--- src/rtl/music_box_pkg.sv ---
// Shared encodings for the music box: system states, audio source ids and
// the DAC sample scheduler FSM.
package music_box_pkg;

  localparam logic [4:0] DoNothing     = 5'd0;
  localparam logic [4:0] PlaySong0     = 5'd1;
  localparam logic [4:0] PlaySong1     = 5'd2;
  localparam logic [4:0] MakeRecording = 5'd3;
  localparam logic [4:0] PlayRecording = 5'd4;

  typedef enum logic [1:0] {
    SRC_NONE = 2'd0,
    SRC_KEY  = 2'd1,
    SRC_SONG = 2'd2,
    SRC_REC  = 2'd3
  } source_e;

  typedef enum logic [1:0] {
    IDLE      = 2'd0,
    REQUEST   = 2'd1,
    WAIT_DONE = 2'd2
  } sched_state_e;

  function automatic source_e selectSource(input logic [4:0] st);
    case (st)
      DoNothing, MakeRecording: return SRC_KEY;
      PlaySong0, PlaySong1:     return SRC_SONG;
      PlayRecording:            return SRC_REC;
      default:                  return SRC_NONE;
    endcase
  endfunction

  // One-hot consume mask: [0] key, [1] song, [2] rec.
  function automatic logic [2:0] ackMask(input source_e src);
    case (src)
      SRC_KEY:  return 3'b001;
      SRC_SONG: return 3'b010;
      SRC_REC:  return 3'b100;
      default:  return 3'b000;
    endcase
  endfunction

endpackage

--- src/rtl/sample_tick_generator.sv ---
// Free-running divider producing a registered one-cycle tick every DIVIDE
// clocks; the tick is high while the counter sits at DIVIDE-1.
module sample_tick_generator #(
  parameter int DIVIDE = 1562
) (
  input  logic clk,
  input  logic rst_n,
  output logic tick
);

  localparam int CW = (DIVIDE > 1) ? $clog2(DIVIDE) : 1;

  logic [CW-1:0] count;
  logic [CW-1:0] countNext;

  assign countNext = (count == CW'(DIVIDE - 1)) ? '0 : count + 1'b1;

  always_ff @(posedge clk or negedge rst_n) begin
    if (!rst_n) begin
      count <= '0;
      tick  <= 1'b0;
    end else begin
      count <= countNext;
      tick  <= (countNext == CW'(DIVIDE - 1));
    end
  end

endmodule

--- src/rtl/dac_sample_scheduler.sv ---
// Paces samples to the SPI DAC controller: one source pick per tick, send
// handshake, consume ack, overrun counting and request timeout detection.
module dac_sample_scheduler
  import music_box_pkg::*;
#(
  parameter int SAMPLE_DIVIDE = 1562,
  parameter int DATA_W        = 12,
  parameter int REQ_TIMEOUT   = 64,
  parameter int SILENCE       = 2048
) (
  input  logic              clock_50Mhz,
  input  logic              reset_n,
  input  logic [4:0]        currentState,
  input  logic [DATA_W-1:0] key_sample,
  input  logic [DATA_W-1:0] song_sample,
  input  logic [DATA_W-1:0] rec_sample,
  input  logic              key_valid,
  input  logic              song_valid,
  input  logic              rec_valid,
  output logic [2:0]        source_ack,
  output logic [DATA_W-1:0] dac_inputSample,
  output logic              dac_sendSample_n,
  input  logic              dac_isBusy,
  input  logic              dac_transmitComplete,
  output logic              sample_tick,
  output logic [1:0]        active_source,
  output logic [15:0]       overrun_count,
  output logic              timeout_error,
  input  logic              clear_status
);

  localparam int TW = $clog2(REQ_TIMEOUT + 1);

  sched_state_e      state, stateNext;
  logic [TW-1:0]     reqCount;
  source_e           sel, frameSrc;
  logic [DATA_W-1:0] frameSample;
  logic              accept, reqTimeout, lostTick;

  sample_tick_generator #(.DIVIDE(SAMPLE_DIVIDE)) u_tick (
    .clk   (clock_50Mhz),
    .rst_n (reset_n),
    .tick  (sample_tick)
  );

  assign sel = selectSource(currentState);

  // An invalid selected source degrades to silence with no consume pulse.
  always_comb begin
    frameSample = DATA_W'(SILENCE);
    frameSrc    = SRC_NONE;
    unique case (sel)
      SRC_KEY:  if (key_valid)  begin frameSample = key_sample;  frameSrc = SRC_KEY;  end
      SRC_SONG: if (song_valid) begin frameSample = song_sample; frameSrc = SRC_SONG; end
      SRC_REC:  if (rec_valid)  begin frameSample = rec_sample;  frameSrc = SRC_REC;  end
      default: ;
    endcase
  end

  assign accept     = (state == IDLE) && sample_tick;
  assign lostTick   = (state != IDLE) && sample_tick;
  assign reqTimeout = (state == REQUEST) && !dac_isBusy &&
                      (reqCount == TW'(REQ_TIMEOUT - 1));

  always_ff @(posedge clock_50Mhz or negedge reset_n) begin
    if (!reset_n) state <= IDLE;
    else          state <= stateNext;
  end

  always_comb begin
    stateNext = state;
    case (state)
      IDLE:      if (sample_tick) stateNext = REQUEST;
      REQUEST:   if (dac_isBusy) stateNext = WAIT_DONE;
                 else if (reqTimeout) stateNext = IDLE;
      WAIT_DONE: if (dac_transmitComplete) stateNext = IDLE;
      default:   stateNext = IDLE;
    endcase
  end

  // Every output is a flop; send request tracks the upcoming state.
  always_ff @(posedge clock_50Mhz or negedge reset_n) begin
    if (!reset_n) begin
      dac_inputSample  <= DATA_W'(SILENCE);
      dac_sendSample_n <= 1'b1;
      source_ack       <= '0;
      active_source    <= SRC_NONE;
      overrun_count    <= '0;
      timeout_error    <= 1'b0;
      reqCount         <= '0;
    end else begin
      dac_sendSample_n <= (stateNext != REQUEST);
      source_ack       <= '0;
      reqCount         <= (state == REQUEST) ? reqCount + 1'b1 : '0;
      if (accept) begin
        dac_inputSample <= frameSample;
        active_source   <= frameSrc;
        source_ack      <= ackMask(frameSrc);
      end
      if (clear_status) begin
        overrun_count <= '0;
        timeout_error <= 1'b0;
      end else begin
        if (lostTick && overrun_count != 16'hFFFF) overrun_count <= overrun_count + 1'b1;
        if (reqTimeout) timeout_error <= 1'b1;
      end
    end
  end

endmodule
--- config.mk ---
export PLATFORM = sky130hd
export DESIGN_NAME = dac_sample_scheduler
export DESIGN_NICKNAME = d
export VERILOG_FILES = /design/src/rtl/music_box_pkg.sv /design/src/rtl/sample_tick_generator.sv /design/src/rtl/dac_sample_scheduler.sv
export SDC_FILE = /design/constraint.sdc
export NUM_CORES = 1
export LEC_CHECK = 0
export CORE_UTILIZATION = 43
export DETAILED_ROUTE_END_ITERATION = 12
export PLACE_DENSITY_LB_ADDON = 0.15
export SLEW_MARGIN = 20
export SYNTH_ARGS = -nofsm -noshare
export SYNTH_HDL_FRONTEND = slang
export SYNTH_HIERARCHICAL = 1
export SYNTH_SLANG_ARGS = --single-unit
--- constraint.sdc ---
create_clock -name clock_50Mhz -period 4.5 [get_ports clock_50Mhz]
set_input_delay 0.675 -clock clock_50Mhz [delete_from_list [all_inputs] [get_ports clock_50Mhz]]
set_output_delay 0.675 -clock clock_50Mhz [all_outputs]
set_load 0.005 [all_outputs]
[Yosys cells after proc, flatten, opt, wreduce, memory -nomap -nowiden]
Index checks and enable logic that the tools add are counted.
Word-level totals
  register bits: 56
  bits of input ports: 49
Cells by class
  add/sub/neg operators: 3
  equality and inequality tests: 17
  mux-type cells: 22
  reduce and logical (&&, ||, !) cells: 13
Operator list (number)
  $mux W12: 3
  $pmux W12 S3: 1
  $mux W16: 2
  $eq A11 B11 Y1 const B: 2
  $pmux W2 S3: 3
  $add A16 B1 Y16 const B: 1
  $ne A16 B16 Y1 const B: 1
  $mux W2: 6
  $add A11 B1 Y11 const B: 1
  $mux W11: 1
  $eq A2 B2 Y1 const B: 5
  $eq A5 B2 Y1 const B: 2
  $pmux W3 S3: 1
  $add A7 B1 Y7 const B: 1
  $eq A7 B6 Y1 const B: 1
  $mux W7: 1
  $eq A2 B1 Y1 const B: 3
  $reduce_bool A2 Y1: 3
  $eq A5 B1 Y1 const B: 1
  $eq A5 B3 Y1 const B: 1
  $logic_and A1 B1 Y1: 5
  $logic_not A5 Y1: 1
  $reduce_or A2 Y1: 2
  $mux W1: 3
  other kinds (4): 4

[Depth between registers and ports, before layout]
Gate-level depths: netlist of the first run.
  depth in word-level cells: 8
  depth in mapped cells: 7
  gate-level depth less buffers: 5

[Hierarchy]
Netlist of the first run, hierarchy kept.
By module, submodules not included
  dac_sample_scheduler: instances 1, cells an instance 245, area each 2341.0 µm², seq. area each 1103.6 µm²
  sample_tick_generator: instances 1, cells an instance 63, area each 634.4 µm², seq. area each 300.3 µm²

[Least setup slack after synthesis of the first run]
OpenSTA, ideal clock, no wires.
  kind: register to register
  from: register overrun_count[0]
  to: register overrun_count[7]
  setup time: 0.128 ns
  arrival: 1.850 ns
  data required time: 4.372 ns
  setup slack: 2.522 ns
  cell stages (with the launch flop): 8
  buffers on the path: 2
  cell sequence: dfrtp_1 -> ha_1 -> and4_1 -> buf_2 -> and3_1 -> buf_2 -> a211oi_1 -> mux2_1
On the way
  word-level cells in the longest chain between the ends: 3
  elaborated cells between the ends (all ways): 6
  those cells by class: 1 x add/sub; 1 x eq/ne; 2 x mux; 2 x reduce/logical
Ends and longest elaborated chain
  start, declared: RTL line dac_sample_scheduler.sv:27  | output logic [15:0] overrun_count,
  start signal, assigned: RTL line dac_sample_scheduler.sv:104  | if (lostTick && overrun_count != 16'hFFFF) overrun_count <= overrun_count + 1'b1;
  $add A16 B1 Y16 / $ne A16 B16 Y1 (equally long branches): RTL line dac_sample_scheduler.sv:104
  $mux W16 / $logic_and A1 B1 Y1 (equally long branches): RTL line dac_sample_scheduler.sv:104
  $mux W16 / $reduce_bool A2 Y1 (equally long branches)
Several ways; a longest one is shown, not always the timed one. The select of a mux whose other input is x is not followed.
A chain may end at the register's enable or synchronous reset.

[Worst setup path after layout of the first run]
  from: input port currentState[0]
  to: register dac_inputSample[3]
On the way
  word-level cells in the longest chain between the ends: 5
  elaborated cells between the ends (all ways): 12
  those cells by class: 7 x eq/ne; 2 x mux; 3 x reduce/logical
Ends and longest elaborated chain
  start, declared: RTL line dac_sample_scheduler.sv:13  | input logic [4:0] currentState,
  $eq A5 B1 Y1, or another cell as far along: RTL line music_box_pkg.sv:25  | case (st)
  $reduce_or A2 Y1: RTL line music_box_pkg.sv:25
  $pmux W2 S3 (*): RTL line music_box_pkg.sv:25
  $eq A2 B2 Y1 / $eq A2 B1 Y1 (equally long branches): RTL line dac_sample_scheduler.sv:52  | unique case (sel)
  $pmux W12 S3 (*): RTL line dac_sample_scheduler.sv:52
  end signal, assigned: RTL line dac_sample_scheduler.sv:84  | dac_inputSample <= DATA_W'(SILENCE);
  end signal, assigned: RTL line dac_sample_scheduler.sv:96  | dac_inputSample <= frameSample;
  end, declared: RTL line dac_sample_scheduler.sv:21  | output logic [DATA_W-1:0] dac_inputSample,
Every way passes the cells marked *; elsewhere a longest branch is shown, timed or not.

==> reports/metrics.csv, run 1 <==
metric,value,unit
antenna_found_initial,0,
cts_made_buffers,5,
post_cts_buffers,0,
setup_viol,0,
drive_above_1_share,0.0543,
synth_flop_cell,dfrtp_1,
cp_cell_sequence,clkdlybuf4s50_1 -> xor2_1 -> or4_4 -> nor3b_4 -> a221o_1,
hold_class,input pin to asynchronous set/reset pin,
initial_utilization,0.456,
tns,0,ns
peakVddDrop,103,uV
fmax,389,MHz
reg2reg_depth,5,
mostFrequentLayoutCell,clkdlybuf4s50_1,
routedWlPerCell,15.0,um
report.final.slew_viol_count,0,
min_period,2.57,ns
relSlewSlack,0.286,
final_util,0.603,
synth-async-reset-ratio,1.00,
fp.coreArea,6530,um^2
slowest_stage,or4_4,
crit_fanout,15,
endpoint_kind,flip-flop,
antenna_cells,0,
clock_path_buffers,2,
placed_area,3860,um^2
fin_area,3940,um^2
drt-initial-drc-count,98,
syn_inst,308,
num_rows,29,
cts_resized,0,
ff2ff_setup_slack,2.44,ns
ios,85,
power.density,216,nW/um^2
fp.dieW,85.2,um
clock_sinks,56,
nets,439,
first_pass_iters,4,
grt_use_total,0.205,
start_kind,input pin,
skew,0.0137,ns
critPathKind,input pin to flip-flop,
synth_edf_count,0,
final_cell_mix,"clkdlybuf4s50_1, dfrtp_1, nand3_1, nor2_1, a21oi_1",
grt_max_degree,57,
rsz0062_at_grt,no,
status,"finished, final reports clean",
die_h,85.2,um
dp_hpwl,5060,um
insertion_delay,0.31,ns
cts_tree,done,
synth_cell_types,53,
clkTransAtPathRegs,0.10,ns
syn_area_per_cell,9.66,um^2
gp_congestion,0.852,
drc,0,
ys_seq_area_frac,0.472,
dieArea,7260,um^2
cts_hold_buf,0,
grt_pass1_wl,11700,um
p_total,851,uW
r2r-start,overrun_count[0]$_DFFE_PN0P_,
crit_arrival,2.81,ns
fill_cells,583,
r2r-end,overrun_count[7]$_DFFE_PN0P_,
totalWireLength,6980,um
final_hold_viol_count,0,
grt_pass1_vias,2591,
io_buffers,84,
ys_warn_count,6,
cpPeakStageDelay,0.61,ns
drv_cap,0,
grt-ovfl-total,0,
cts-htree-levels,2,
crit_required,4.74,ns
tightest_slew,1.07,ns
period_share,0.572,
dr_total_vias,2603,
viasPerCell,5.61,
synth-seq-cells,56,
synth_nets,361,
hold_slack,0.463,ns
cts_root_buffer,clkbuf_8,
leakagePower,1.58,nW
synth_area,2980,um^2
antenna_left,0,
area_delta_synth_final,32.5,%
worst max path at each step:
stage / startpoint / end / slack, ns
after floorplan: overrun_count[0]$_DFFE_PN0P_ / overrun_count[7]$_DFFE_PN0P_ / 2.52
after global placement: currentState[0] / dac_inputSample[9]$_DFFE_PN0P_ / 1.66
after detailed placement: currentState[0] / dac_inputSample[7]$_DFFE_PN0P_ / 1.62
after CTS: currentState[0] / dac_inputSample[3]$_DFFE_PN0P_ / 1.94
after global routing: currentState[4] / dac_inputSample[2]$_DFFE_PN0P_ / 1.79
final: currentState[0] / dac_inputSample[3]$_DFFE_PN0P_ / 1.93
synthesized netlist by cell type, types with 4 or more instances:
master    instances  share of area
a221o_1          11          0.037
a21oi_1          24          0.040
nand4_1           4         0.0084
clkbuf_1          7         0.0088
inv_1             7         0.0088
and4_1            4          0.012
buf_2             4         0.0067
o21ai_0           5         0.0084
nand2_1          17          0.021
xnor2_1           7          0.021
nor2_1           37          0.047
nor2b_1          10          0.021
and3_1            4         0.0084
xor2_1            7          0.021
nand3_1          39          0.066
mux2_1           10          0.038
ha_1              4          0.017
dfrtp_1          54           0.45
flip-flops by register name, indices dropped and copies added (netlist names):
signal / flops
active_source: 2
reqCount: 7
u_tick/count: 11
overrun_count: 16
state: 2
dac_inputSample: 12
u_tick/tick: 1
timeout_error: 1
source_ack: 3
dac_sendSample_n: 1
logic make-up (layout without fill, tap and decap cells):
kind of cell	count (synthesis)	count (layout)	share of synthesized area
AND/OR/NAND/NOR	145	145	0.269
adder cells (fa/ha/maj)	4	4	0.0168
multiplexers	11	11	0.0412
AO/OA/AOI/OAI	57	57	0.129
XOR/XNOR	14	14	0.0412
flip-flops	56	56	0.472
buffers and inverters	21	100	0.0307
report_power, final:
group,switching (mW),total [mW],leakage [nW],internal [mW]
Sequential,0.000803,0.505,0.750,0.504
Combinational,0.0321,0.0764,0.791,0.0443
Clock,0.160,0.270,0.0412,0.109
Total,0.193,0.851,1.58,0.658
per-stage QoR:
stage	setup slack, ns	std cells
5_1_grt	1.79	464
4_1_cts	1.94	464
2_1_floorplan	2.52	308
6_report	1.93	464
3_5_place_dp	1.62	456
3_3_place_gp	1.66	456
final cells by class:
| type | count | area (um^2) | share of cell area |
|---|---|---|---|
| multi-input cells | 231 | 1490 | 0.377 |
| flip-flops and latches | 56 | 1400 | 0.356 |
| repair buffers | 85 | 843 | 0.214 |
| well taps | 77 | 96.3 | 0.0244 |
| clock buffers | 6 | 72.6 | 0.0184 |
| inverters | 7 | 26.3 | 0.00667 |
| clock inverters | 2 | 12.5 | 0.00317 |
per-layer routing:
layer | up-vias | wire (um) | track usage
met5 | - | 0 | 0
met3 | 9 | 490 | 0.0681
met2 | 80 | 3390 | 0.350
met1 | 1235 | 3000 | 0.245
li1 | 1279 | - | -
met4 | 0 | 101 | 0.0647
critical path: cells and delay by family:
family	cells	cell delay (ns)
and+or+nand+nor	2	1.09
buffers and inverters	1	0.50
xor gates and xnor gates	1	0.31
AOI/OAI and AO/OA	1	0.24
(Power assumes the default switching activity.)
==> inputs of run 2 (changes only) <==
==> constraint.sdc (replaced) <==
create_clock -name clock_50Mhz -period 2.1 [get_ports clock_50Mhz]
set_input_delay 0.315 -clock clock_50Mhz [delete_from_list [all_inputs] [get_ports clock_50Mhz]]
set_output_delay 0.315 -clock clock_50Mhz [all_outputs]
set_load 0.005 [all_outputs]
==> run 2 against run 1 <==
  * Clock skew is essentially flat
  * Final cell count increased by 4.3%
  * Sequential share of layout area is 1.6 points lower
  * Register-to-register slack worse by 2.2 ns
  * Clock-buffer cell count fell by 1
  * Sequential power increased by 110%
  * Via count increased by 3.6%
  * Clock power increased by 130%
  * Die area is the same
  * Highest routed layer unchanged
==> reports/metrics.csv, run 2 (synthesis gave the netlist of run 1 again) <==
metric,value,unit
crit_required,2.30,ns
fp.dieW,85.2,um
start_kind,flip-flop,
layout.cells.non_filler,484,
num_rows,29,
setup_slack,0.195,ns
clock_sinks,56,
final_cell_mix,"clkdlybuf4s50_1, dfrtp_1, nand3_1, nor2_1, a21oi_1",
drv_cap,0,
initial_utilization,0.456,
placed_cells,475,
drc,0,
io_buffers,84,
grt_use_total,0.208,
peakVddDrop,308,uV
antenna_left,0,
grt-ovfl-total,0,
rsz0062_at_grt,no,
cts-htree-levels,2,
clock_path_buffers,2,
dieArea,7260,um^2
cts_resized,0,
post_cts_buffers,0,
cts_root_buffer,clkbuf_8,
die_h,85.2,um
routedWlPerCell,14.7,um
viasPerCell,5.57,
grt_pass1_vias,2603,
crit_fanout,10,
area_delta_synth_final,38.8,%
hold_class,flip-flop to flip-flop,
totalWireLength,7100,um
fp.coreArea,6530,um^2
cts_tree,done,
largest_reg_flops,16,
first_pass_iters,4,
drt-initial-drc-count,103,
cts_made_buffers,5,
fmax,525,MHz
crit_arrival,2.11,ns
tns,0,ns
gp_congestion,0.839,
dp_hpwl,5310,um
critPathKind,flip-flop to flip-flop,
nets,459,
grt_pass1_wl,12100,um
crit_path_start,overrun_count[1]$_DFFE_PN0P_,
mostFrequentLayoutCell,clkdlybuf4s50_1,
period_share,0.907,
tightest_slew,0.580,ns
leakagePower,1.70,nW
power.density,457,nW/um^2
dr_total_vias,2696,
holdCritStartpoint,reqCount[0]$_DFF_PN0_,
pre_cts_ws,0.0264,ns
clkTransAtPathRegs,0.11,ns
drive_above_1_share,0.101,
final_util,0.632,
reg.largest.list,"overrun_count x16, dac_inputSample x12, u_tick/count x11",
insertion_delay,0.32,ns
top_register,overrun_count,
r2r-start,overrun_count[1]$_DFFE_PN0P_,
antenna_found_initial,0,
fill_cells,574,
cts_hold_buf,1,
ios,85,
grt_max_degree,33,
min_period,1.91,ns
relSlewSlack,0.613,
report.final.slew_viol_count,0,
setup_viol,0,
antenna_cells,0,
p_total,1.89,mW
endpoint_kind,flip-flop,
status,"finished, final reports clean",
skew,0.0140,ns
final_hold_viol_count,0,
==> run 2: path summary, 6_finish.rpt <==
path	endpoint	slack, ns	depth (start not counted)
min	reqCount[0]$_DFF_PN0_	0.46	1
max	overrun_count[7]$_DFFE_PN0P_	0.19	5
max reg2reg	overrun_count[7]$_DFFE_PN0P_	0.19	5
min in group asynchronous	reqCount[5]$_DFF_PN0_	0.52	2
max in group asynchronous	dac_inputSample[11]$_DFFE_PN1P_	0.94	3
min reg2reg	reqCount[0]$_DFF_PN0_	0.46	1
==> run 2: power by group <==
part | switching, mW | total, mW | leakage, nW | internal, mW
combinational | 0.0735 | 0.185 | 0.901 | 0.112
clock | 0.376 | 0.621 | 0.0463 | 0.246
sequential | 0.00162 | 1.08 | 0.750 | 1.08
total | 0.451 | 1.89 | 1.70 | 1.44
==> run 2: metrics by stage <==
step,hold slack [ns],instance area (um^2)
6_report,0.464,4130
3_5_place_dp,0.351,4020
2_1_floorplan,0.0194,2980
5_1_grt,0.504,4130
3_3_place_gp,0.353,4020
4_1_cts,0.467,4130
==> run 2: worst max-delay path, stage by stage, from the launching register on <==
cell and delay [ns]:
dfrtp_1 0.40, ha_1 0.21, and4_1 0.22, and3_1 0.29, a211oi_1 0.32, mux2_1 0.36
==> run 2: cell type report <==
type | count | area (um^2) | share of cell area
Tap cell | 77 | 96.3 | 0.0233
Multi-Input combinational cell | 231 | 1490 | 0.360
Timing Repair Buffer | 105 | 1020 | 0.247
Inverter | 7 | 26.3 | 0.00636
Sequential cell | 56 | 1400 | 0.340
Clock inverter | 3 | 27.5 | 0.00666
Clock buffer | 5 | 68.8 | 0.0167
==> run 2: metal layers <==
metal  part of all wire  vias to the layer above  GRT usage
li1                   -                     1315          -
met3              0.072                        6     0.0671
met2               0.48                       82      0.345
met5                  0                        -          0
met4             0.0090                        0     0.0508
met1               0.44                     1293      0.263
==> inputs of run 3 (changes only) <==
--- a/config.mk
+++ b/config.mk
@@ -8,6 +8,7 @@
 export CORE_UTILIZATION = 43
 export DETAILED_ROUTE_END_ITERATION = 12
 export PLACE_DENSITY_LB_ADDON = 0.15
+export SKIP_LAST_GASP = 1
 export SLEW_MARGIN = 20
 export SYNTH_ARGS = -nofsm -noshare
 export SYNTH_HDL_FRONTEND = slang
==> results of run 3 <==
The final DEF is identical to that of run 2; final timing and power are the same.
